## src/rtl/sensor_pkg.sv

```systemverilog
// Shared definitions for the cup-presence detector: state encoding, BCD thresholds
// and a BCD increment helper used by the ultrasonic interface.
package sensor_pkg;

  typedef enum logic [3:0] {
    StOcioso    = 4'd0,
    StPede      = 4'd1,
    StEspera    = 4'd2,
    StAvalia    = 4'd3,
    StIntervalo = 4'd4,
    StDecide    = 4'd5,
    StFim       = 4'd6,
    StFalha     = 4'd7
  } estado_t;

  localparam logic [11:0] LIMIAR_XICARA_ON  = 12'h150;
  localparam logic [11:0] LIMIAR_XICARA_OFF = 12'h180;
  localparam logic [11:0] BCD_MAX           = 12'hFFF;

  // Caller guarantees v != 12'h999; saturation is handled outside.
  function automatic logic [11:0] bcd_incrementa(input logic [11:0] v);
    logic [11:0] r;
    r = v;
    if (v[3:0] != 4'd9) begin
      r[3:0] = v[3:0] + 4'd1;
    end else begin
      r[3:0] = 4'd0;
      if (v[7:4] != 4'd9) begin
        r[7:4] = v[7:4] + 4'd1;
      end else begin
        r[7:4]  = 4'd0;
        r[11:8] = v[11:8] + 4'd1;
      end
    end
    return r;
  endfunction

endpackage

```

## src/rtl/contador_m.sv

```systemverilog
// Modulo-M cycle counter with synchronous clear; fim_o flags the terminal count M-1.
module contador_m #(
  parameter int unsigned M = 100,
  parameter int unsigned N = $clog2(M)
) (
  input  logic clock,
  input  logic zera_i,
  input  logic conta_i,
  output logic fim_o
);

  logic [N-1:0] q_q;

  always_ff @(posedge clock) begin
    if (zera_i) begin
      q_q <= '0;
    end else if (conta_i) begin
      if (q_q == N'(M - 1)) q_q <= '0;
      else                  q_q <= q_q + N'(1);
    end
  end

  assign fim_o = (q_q == N'(M - 1));

endmodule

```

## src/rtl/interface_hcsr04.sv

```systemverilog
// HC-SR04 front end: fires a trigger pulse, times the echo and reports the distance
// as 3-digit BCD in tenths of a centimetre (12'hFFF when the echo exceeds 99.9 cm).
module interface_hcsr04
  import sensor_pkg::*;
#(
  parameter int unsigned TRIGGER_M     = 500,
  parameter int unsigned CICLOS_DECIMO = 294
) (
  input  logic        clock,
  input  logic        reset,
  input  logic        medir_i,
  input  logic        echo_i,
  output logic        trigger_o,
  output logic [11:0] medida_o,
  output logic        pronto_o
);

  typedef enum logic [1:0] {IfOcioso, IfDisparo, IfAguarda, IfMede} if_estado_t;

  if_estado_t  estado_q;
  logic        echo_meta_q, echo_sinc_q;
  logic        trigger_q, pronto_q;
  logic [31:0] cnt_q;
  logic [15:0] sub_q;
  logic [11:0] bcd_q, medida_q;
  logic        sat_q;
  logic        conta, passo;

  assign conta = echo_sinc_q && (estado_q == IfAguarda || estado_q == IfMede);
  assign passo = conta && (sub_q == 16'(CICLOS_DECIMO - 1));

  always_ff @(posedge clock) begin
    if (reset) begin
      estado_q    <= IfOcioso;
      echo_meta_q <= 1'b0;
      echo_sinc_q <= 1'b0;
      trigger_q   <= 1'b0;
      pronto_q    <= 1'b0;
      cnt_q       <= '0;
      medida_q    <= '0;
    end else begin
      echo_meta_q <= echo_i;
      echo_sinc_q <= echo_meta_q;
      pronto_q    <= 1'b0;
      unique case (estado_q)
        IfOcioso: if (medir_i) begin
          estado_q  <= IfDisparo;
          trigger_q <= 1'b1;
          cnt_q     <= '0;
        end
        IfDisparo: begin
          if (cnt_q == 32'(TRIGGER_M - 1)) begin
            trigger_q <= 1'b0;
            estado_q  <= IfAguarda;
          end else begin
            cnt_q <= cnt_q + 32'd1;
          end
        end
        IfAguarda: if (echo_sinc_q) estado_q <= IfMede;
        IfMede: if (!echo_sinc_q) begin
          medida_q <= sat_q ? BCD_MAX : bcd_q;
          pronto_q <= 1'b1;
          estado_q <= IfOcioso;
        end
        default: estado_q <= IfOcioso;
      endcase
    end
  end

  // Echo-width accumulator, counted directly in BCD tenths of a centimetre.
  always_ff @(posedge clock) begin
    if (reset || estado_q == IfOcioso) begin
      sub_q <= '0;
      bcd_q <= '0;
      sat_q <= 1'b0;
    end else if (conta) begin
      if (passo) begin
        sub_q <= '0;
        if (bcd_q == 12'h999) sat_q <= 1'b1;
        else                  bcd_q <= bcd_incrementa(bcd_q);
      end else begin
        sub_q <= sub_q + 16'd1;
      end
    end
  end

  assign trigger_o = trigger_q;
  assign medida_o  = medida_q;
  assign pronto_o  = pronto_q;

endmodule

```

## src/rtl/sensor_presenca_votos.sv

```systemverilog
// Cup-presence detector: K-of-N vote over HC-SR04 samples with threshold hysteresis.
// Optional periodic self-start when SENSOR_PRESENCA_AUTO_EN is defined.
module sensor_presenca_votos
  import sensor_pkg::*;
#(
  parameter int unsigned N_AMOSTRAS    = 4,
  parameter int unsigned K_VOTOS       = 3,
  parameter logic [11:0] LIMIAR_ON     = LIMIAR_XICARA_ON,
  parameter logic [11:0] LIMIAR_OFF    = LIMIAR_XICARA_OFF,
  parameter int unsigned TIMEOUT_M     = 50000000,
  parameter int unsigned INTERVALO_M   = 3000000,
`ifdef SENSOR_PRESENCA_AUTO_EN
  parameter int unsigned PERIODO_M     = 100000000,
`endif
  parameter int unsigned TRIGGER_M     = 500,
  parameter int unsigned CICLOS_DECIMO = 294
) (
  input  logic        clock,
  input  logic        reset,
  input  logic        medir_i,
`ifdef SENSOR_PRESENCA_AUTO_EN
  input  logic        auto_en_i,
`endif
  input  logic        echo_i,
  output logic        trigger_o,
  output logic        presente_o,
  output logic        pronto_o,
  output logic        timeout_o,
  output logic        ocupado_o,
  output logic [11:0] medida_min_o,
  output logic [3:0]  votos_o,
  output logic [3:0]  db_estado_o
);

  estado_t     estado_q;
  logic        presente_q, pronto_q, timeout_q, medir_sensor_q;
  logic [3:0]  indice_q, cont_votos_q, votos_q;
  logic [11:0] min_q, medida_min_q;

  logic        pronto_sensor, rst_sensor;
  logic [11:0] medida_sensor, limiar;
  logic        perto, fim_timeout, fim_intervalo, inicia;

  // A failed sample leaves the interface waiting for an echo; reset it with the failure.
  assign rst_sensor = reset | timeout_q;

  interface_hcsr04 #(
    .TRIGGER_M    (TRIGGER_M),
    .CICLOS_DECIMO(CICLOS_DECIMO)
  ) u_sensor (
    .clock    (clock),
    .reset    (rst_sensor),
    .medir_i  (medir_sensor_q),
    .echo_i   (echo_i),
    .trigger_o(trigger_o),
    .medida_o (medida_sensor),
    .pronto_o (pronto_sensor)
  );

  contador_m #(
    .M(TIMEOUT_M),
    .N($clog2(TIMEOUT_M))
  ) u_cont_timeout (
    .clock  (clock),
    .zera_i (reset | (estado_q == StPede)),
    .conta_i(estado_q == StEspera),
    .fim_o  (fim_timeout)
  );

  contador_m #(
    .M(INTERVALO_M),
    .N($clog2(INTERVALO_M))
  ) u_cont_intervalo (
    .clock  (clock),
    .zera_i (reset | (estado_q != StIntervalo)),
    .conta_i(estado_q == StIntervalo),
    .fim_o  (fim_intervalo)
  );

`ifdef SENSOR_PRESENCA_AUTO_EN
  logic [31:0] periodo_q;
  logic        dispara_auto;

  assign dispara_auto = auto_en_i && (estado_q == StOcioso) &&
                        (periodo_q == 32'(PERIODO_M - 1));

  always_ff @(posedge clock) begin
    if (reset || !auto_en_i || estado_q != StOcioso || medir_i || dispara_auto) begin
      periodo_q <= '0;
    end else begin
      periodo_q <= periodo_q + 32'd1;
    end
  end

  assign inicia = medir_i | dispara_auto;
`else
  assign inicia = medir_i;
`endif

  // presente_q is frozen for the whole decision, so the threshold is too.
  assign limiar = presente_q ? LIMIAR_OFF : LIMIAR_ON;
  assign perto  = (medida_sensor <= limiar);

  always_ff @(posedge clock) begin
    if (reset) begin
      estado_q       <= StOcioso;
      presente_q     <= 1'b0;
      pronto_q       <= 1'b0;
      timeout_q      <= 1'b0;
      medir_sensor_q <= 1'b0;
      indice_q       <= '0;
      cont_votos_q   <= '0;
      votos_q        <= '0;
      min_q          <= '0;
      medida_min_q   <= '0;
    end else begin
      pronto_q       <= 1'b0;
      timeout_q      <= 1'b0;
      medir_sensor_q <= 1'b0;
      unique case (estado_q)
        StOcioso: if (inicia) begin
          estado_q       <= StPede;
          indice_q       <= '0;
          cont_votos_q   <= '0;
          min_q          <= BCD_MAX;
          medir_sensor_q <= 1'b1;
        end
        StPede: estado_q <= StEspera;
        StEspera: begin
          if (pronto_sensor) begin
            estado_q <= StAvalia;
          end else if (fim_timeout) begin
            estado_q  <= StFalha;
            timeout_q <= 1'b1;
          end
        end
        StAvalia: begin
          cont_votos_q <= cont_votos_q + {3'b000, perto};
          if (medida_sensor < min_q) min_q <= medida_sensor;
          indice_q <= indice_q + 4'd1;
          if (indice_q == 4'(N_AMOSTRAS - 1)) estado_q <= StDecide;
          else                                estado_q <= StIntervalo;
        end
        StIntervalo: if (fim_intervalo) begin
          estado_q       <= StPede;
          medir_sensor_q <= 1'b1;
        end
        StDecide: begin
          presente_q   <= (cont_votos_q >= 4'(K_VOTOS));
          medida_min_q <= min_q;
          votos_q      <= cont_votos_q;
          pronto_q     <= 1'b1;
          estado_q     <= StFim;
        end
        StFim:   estado_q <= StOcioso;
        StFalha: estado_q <= StOcioso;
        default: estado_q <= StOcioso;
      endcase
    end
  end

  assign presente_o   = presente_q;
  assign pronto_o     = pronto_q;
  assign timeout_o    = timeout_q;
  assign ocupado_o    = (estado_q != StOcioso);
  assign medida_min_o = medida_min_q;
  assign votos_o      = votos_q;
  assign db_estado_o  = estado_q;

endmodule

```

## config.mk

```make
export PLATFORM = sky130hd
export DESIGN_NAME = sensor_presenca_votos
export DESIGN_NICKNAME = d
export VERILOG_FILES = /design/src/rtl/sensor_pkg.sv /design/src/rtl/contador_m.sv /design/src/rtl/interface_hcsr04.sv /design/src/rtl/sensor_presenca_votos.sv
export SDC_FILE = /design/constraint.sdc
export NUM_CORES = 1
export LEC_CHECK = 0
export ABC_AREA = 1
export BUFFER_PORTS_ARGS = -buffer_cell sky130_fd_sc_hd__buf_2
export CAP_MARGIN = 20
export CORE_AREA = 10 10 153 155
export CTS_CLUSTER_DIAMETER = 50
export CTS_CLUSTER_SIZE = 40
export DETAILED_ROUTE_END_ITERATION = 16
export DIE_AREA = 0 0 163 165
export SLEW_MARGIN = 25
export SYNTH_ARGS = -nofsm -noshare
export SYNTH_HDL_FRONTEND = slang
export SYNTH_SLANG_ARGS = --single-unit
```

## constraint.sdc

```tcl
create_clock -name clock -period 4.7 [get_ports clock]
set_input_delay 0.94 -clock clock [delete_from_list [all_inputs] [get_ports clock]]
set_output_delay 0.94 -clock clock [all_outputs]
set_load 0.01 [all_outputs]
```

==> impl_metrics.json, run 1 <==
{
  "power_density_nw_per_um2": 400,
  "tightest_slew_ns": 0.873,
  "core_area_um2": 20200,
  "htreeDepth": 4,
  "crit_path_end_kind": "flop",
  "io_pins": 29,
  "die_h_um": 165,
  "post-cts-setup-buffers": 0,
  "routedWlPerCell_um": 12.2,
  "vias": 8032,
  "cts-root-buf": "clkbuf_16",
  "synth_nets": 1358,
  "seq_area_um2": 3400,
  "vias_per_cell": 4.94,
  "cts.repair.resized": 0,
  "drt_iter0_drc": 501,
  "hp-start": "u_sensor.echo_meta_q",
  "crit_type": "input port to flop",
  "period_minus_slack_ns": 2.65,
  "die_x_um": 163,
  "drtAntennaViolNets": 0,
  "dr.pass1.iters": 5,
  "arrival_ns": 3.00,
  "synthCells": 1325,
  "startpoint": "reset",
  "hpwl_um": 14300,
  "antenna_found_initial": 0,
  "initial_core_util_pct": 44.4,
  "drive_gt1_share_pct": 7.45,
  "synth_warnings": 0,
  "clkSinkCount": 170,
  "startpoint_type": "input port",
  "clockBufferDepth": 2,
  "cts_buffers": 17,
  "ir_drop_uv": 314,
  "stdcell_count": 1626,
  "tritoncts": "built",
  "track_usage_pct": 15.2,
  "dieArea_um2": 26900,
  "worstPathMaxFanout": 30,
  "rr_worst_depth": 8,
  "num_rows": 52,
  "fin_skew_ns": 0.0127,
  "dominantRegCellSynth": "dfxtp_1",
  "nets": 1376,
  "clkLatencyLatePin_ns": 0.43,
  "clk_pin_slew_worst_paths_ns": 0.07,
  "overflow": 0,
  "rsz0062_at_grt": "false",
  "final.period_utilization_pct": 56.4,
  "wl_um": 19800,
  "synth_edf_count": 0,
  "cts_hold_buf": 0,
  "synth_area_um2": 8960,
  "p_leak_nw": 3.80,
  "grt_pass1_vias": 7379,
  "grt_pass1_wl_um": 34500,
  "required_ns": 5.05,
  "slew_viol_final": 0,
  "portBuffers": 27,
  "hold_viol": 0,
  "avgSynthCellArea_um2": 6.77,
  "ys_ff_latch": 170,
  "hp-class": "flop to flop",
  "placed_cells": 1594,
  "drv_cap": 0,
  "grt_max_degree": 47,
  "finalSetupTns_ns": 0,
  "slew-limit-headroom_pct": 41.8,
  "reg2reg_from": "u_sensor.estado_q[1]",
  "synthArstFlopShare_pct": 0,
  "fmax_mhz": 377,
  "area_growth_pct": 10.4,
  "synth-seq-area-share_pct": 38.0,
  "multi_input_area_um2": 4700,
  "ys_types": 49,
  "drc_errors": 0,
  "outcome": "completed",
  "n_fill_cell": 2068,
  "routabilityCongestion": 0.850,
  "setup_viol": 0,
  "n_antenna_cell": 0,
  "whs_path_depth": 2
}
==> state kept, by name (all words and copies together) (netlist names), 2 cells and up <==
register,flops
u_sensor.estado_q,2
min_q,12
indice_q,4
u_sensor.cnt_q,32
cont_votos_q,4
u_sensor.sub_q,16
u_cont_intervalo.q_q,22
u_sensor.bcd_q,12
db_estado_o,3
u_sensor.medida_o,12
u_cont_timeout.q_q,26
medida_min_o,12
votos_o,4
==> synth_stat cells, types with 2 or more instances <==
library cell | n | area, µm²
a211oi_1 | 9 | 67.6
a21oi_1 | 91 | 455
a21oi_2 | 2 | 17.5
a221oi_1 | 5 | 43.8
a31oi_1 | 4 | 25.0
buf_1 | 3 | 11.3
buf_2 | 4 | 20.0
buf_4 | 4 | 30.0
buf_6 | 3 | 33.8
clkbuf_1 | 14 | 52.6
clkinv_1 | 2 | 7.51
dfxtp_1 | 170 | 3400
ha_1 | 29 | 363
inv_1 | 177 | 664
inv_2 | 5 | 18.8
nand2_1 | 274 | 1030
nand2_2 | 4 | 25.0
nand2_4 | 3 | 33.8
nand3_1 | 86 | 430
nand3b_1 | 7 | 52.6
nand4_1 | 36 | 225
nor2_1 | 215 | 807
nor2_2 | 10 | 62.6
nor2_4 | 5 | 56.3
nor3_1 | 40 | 200
nor3_2 | 2 | 20.0
nor3b_1 | 12 | 90.1
nor4_1 | 2 | 12.5
o21a_1 | 2 | 15.0
o21ai_0 | 64 | 320
o21ai_1 | 2 | 10.0
o21ai_4 | 2 | 32.5
or2_2 | 4 | 25.0
xnor2_1 | 4 | 35.0
xor2_1 | 15 | 131
==> power breakdown <==
group,switching (mW),internal (mW)
sequential,0.0762,1.54
combinational,0.649,0.244
clock,0.598,0.855
total,1.32,2.64
==> worst paths after layout <==
path	end	slack [ns]
hold / removal	u_sensor.echo_sinc_q	0.44
setup / recovery	u_cont_intervalo.q_q[11]	2.05
hold reg to reg	u_sensor.echo_sinc_q	0.44
setup reg to reg	u_sensor.cnt_q[13]	2.24
==> routing by layer <==
metal / global-route usage [%] / wire length [µm] / up-vias
met3: 3.06 / 513 / 22
met5: 0 / 0 / -
met2: 24.4 / 8990 / 87
li1: - / - / 4310
met4: 4.59 / 254 / 0
met1: 20.1 / 10000 / 3613
==> cells by family after synthesis <==
group                      synth area share, %
AOI/OAI and AO/OA                         11.5
xor gates and xnor gates                  1.86
adders and majority gates                 4.05
buffers and inverters                     9.57
DFF                                       38.0
muxes                                    0.112
other                                   0.0418
and+or+nand+nor                           34.9
==> metrics by stage <==
step                utilization (%)  total power, mW  instance area (µm²)  setup WS (ns)  hold slack [ns]
floorplan                         -             2.38                 8960           2.65            0.394
global placement               46.0             2.54                 9280           1.57            0.438
detailed placement             46.0             2.55                 9280           1.58            0.432
CTS                            49.1             4.00                 9890           2.02            0.444
global route                   49.1             4.21                 9890           1.80            0.460
finish                         49.1             3.96                 9890           2.05            0.438
==> worst max-delay path: stages <==
cell	delay, ns
buf_2	0.21
inv_1	0.59
nand2_1	0.23
nor2_1	0.60
inv_2	0.20
nor3b_1	0.22
==> cells in the final DEF (no fill, tap or decap), types with 5 or more instances in the layout <==
cell and count:
nand2_1 274, nor2_1 215, inv_1 177, dfxtp_1 170, a21oi_1 91, nand3_1 86
o21ai_0 64, nor3_1 40, nand4_1 36, ha_1 29, buf_2 27, clkbuf_16 17
xor2_1 15, nor3b_1 12, nor2_2 10, a211oi_1 9, nand3b_1 7, inv_2 5
nor2_4 5, a221oi_1 5
==> cell type report <==
| type | count | area share (%) |
|---|---|---|
| Timing Repair Buffer | 28 | 1.44 |
| Multi-Input combinational cell | 941 | 47.5 |
| Inverter | 185 | 7.03 |
| Clock buffer | 19 | 4.48 |
| Clock inverter | 13 | 1.69 |
| Sequential cell | 170 | 34.4 |
| Tap cell | 270 | 3.41 |
No activity file was read; power rests on OpenSTA's default activity.
==> run 2, diff against run 1 <==
- clock period: 4.7 -> 2.2 ns (I/O delays scaled with it)
==> run 2 against run 1 <==
Critical path type is now flop to flop. First-iteration DRC count shrank 1.2%. Power up 110%. Final cell count grew 0.98%. Routed wire length increased by 2.1%. Setup slack worse by 1.8 ns. Count of clock-buffer cells in the layout unchanged. Via count is 0.22% higher. Sequential power grew 110%. Critical path depth up 4. Hold slack got worse by 0.22 ns.
==> impl_metrics.json, run 2 (same netlist as run 1, synthesis figures left out) <==
{
  "grt_pass1_vias": 7632,
  "hp-class": "input port to flop",
  "portBuffers": 27,
  "post-cts-setup-buffers": 0,
  "required_ns": 2.55,
  "routedWlPerCell_um": 12.3,
  "cts_hold_buf": 0,
  "final.period_utilization_pct": 89.1,
  "hpwl_um": 14700,
  "final_cell_mix": "nand2_1, nor2_1, inv_1",
  "initial_core_util_pct": 44.4,
  "overflow": 0,
  "largest_register_ffs": 32,
  "clkSinkCount": 170,
  "drtAntennaViolNets": 0,
  "drt_iter0_drc": 495,
  "dieArea_um2": 26900,
  "cts_buffers": 17,
  "cts-root-buf": "clkbuf_16",
  "top_register": "u_sensor.cnt_q",
  "arrival_ns": 2.31,
  "die_h_um": 165,
  "ir_drop_uv": 594,
  "placed_cells": 1610,
  "placedInstanceArea_um2": 9420,
  "stdcell_count": 1642,
  "power_density_nw_per_um2": 845,
  "core_area_um2": 20200,
  "fin_area_um2": 10000,
  "slew_viol_final": 0,
  "crit_path_end_kind": "flop",
  "rsz0062_at_grt": "false",
  "reg2reg_from": "presente_o",
  "p_leak_nw": 3.87,
  "grt_max_degree": 50,
  "antenna_found_initial": 0,
  "fmax_mhz": 510,
  "period_minus_slack_ns": 1.96,
  "area_growth_pct": 11.8,
  "grt_pass1_wl_um": 35500,
  "drive_gt1_share_pct": 8.82,
  "fin_skew_ns": 0.00847,
  "vias_per_cell": 4.90,
  "wl_um": 20200,
  "tritoncts": "built",
  "startpoint_type": "flop",
  "r2r_end": "cont_votos_q[3]",
  "rr_worst_depth": 10,
  "startpoint": "presente_o",
  "dr.pass1.iters": 6,
  "routabilityCongestion": 0.850,
  "nets": 1392,
  "io_pins": 29,
  "setup_viol": 0,
  "crit_type": "flop to flop",
  "htreeDepth": 4,
  "reg_top3": "u_sensor.cnt_q: 32 flops, u_cont_timeout.q_q: 26 flops, u_cont_intervalo.q_q: 22 flops",
  "drc_errors": 0,
  "clockBufferDepth": 2,
  "layout_commonest_cell": "nand2_1",
  "vias": 8050,
  "hold_viol": 0,
  "die_x_um": 163,
  "endpoint": "cont_votos_q[3]",
  "ff2ff_setup_slack_ns": 0.24,
  "seq_area_um2": 3400,
  "drv_cap": 0,
  "clkLatencyLatePin_ns": 0.43,
  "n_fill_cell": 2071,
  "num_rows": 52,
  "worstPathMaxFanout": 3,
  "multi_input_area_um2": 4720,
  "track_usage_pct": 15.6,
  "clk_pin_slew_worst_paths_ns": 0.07,
  "finalSetupTns_ns": 0,
  "n_antenna_cell": 0,
  "outcome": "completed"
}
run 2: cell types whose count changed in the layout (fill, tap and decap cells not counted), sizes merged:
cell,previous run,this run
clkinv,9,7
inv,184,187
buf,28,44
clkinvlp,2,3
bufinv,3,1
run 2: final cells by class:
type                            instances  area share, %
Multi-Input combinational cell        941           47.1
Sequential cell                       170           34.0
Inverter                              185           6.94
Clock buffer                           19           4.52
Tap cell                              270           3.37
Timing Repair Buffer                   44           2.75
Clock inverter                         13           1.32
run 2: per-stage QoR:
step	setup WS (ns)	hold slack [ns]	power, mW	util, %
after floorplan	0.416	0.394	5.08	-
after global placement	0.209	0.403	5.52	46.7
after detailed placement	0.173	0.409	5.54	46.7
after CTS	0.151	0.207	8.55	49.6
after global routing	0.0175	0.242	9.00	49.7
final	0.240	0.220	8.47	49.7
run 2: per-layer routing:
metal	wire length [µm]	GRT usage [%]	vias up
li1	-	-	4343
met1	10000	20.2	3588
met2	9360	25.8	102
met3	575	3.09	17
met4	222	4.47	0
met5	0	0	-
run 2: how the worst min path moves through the flow:
stage / start / endpoint / depth (start not counted)
6_report: echo_i / u_sensor.echo_meta_q / 3
5_1_grt: echo_i / u_sensor.echo_meta_q / 3
4_1_cts: echo_i / u_sensor.echo_meta_q / 3
3_5_place_dp: u_sensor.echo_meta_q / u_sensor.echo_sinc_q / 2
3_3_place_gp: u_sensor.echo_meta_q / u_sensor.echo_sinc_q / 2
2_1_floorplan: u_sensor.echo_meta_q / u_sensor.echo_sinc_q / 2
run 2: power breakdown:
| group | total (mW) | internal (mW) | switching [mW] |
|---|---|---|---|
| Clock | 2.99 | 1.65 | 1.34 |
| Sequential | 3.45 | 3.29 | 0.157 |
| Combinational | 2.04 | 0.611 | 1.43 |
run 2: repair_timing:
| action | in CTS | in global routing |
|---|---|---|
| hold endpoints to repair | 0 | 0 |
| resized for setup | 0 | 4 |
| endpoints found under the setup margin | 0 | 11 |
run 2: critical path, stage by stage, from the launching register on:
cell      delay (ns)
dfxtp_1         0.38
inv_1           0.09
ha_1            0.33
a21oi_1         0.14
nand2_1         0.08
a31oi_2         0.18
ha_1            0.19
nand3_1         0.08
nor2_1          0.16
a21oi_1         0.05
a211oi_1        0.19
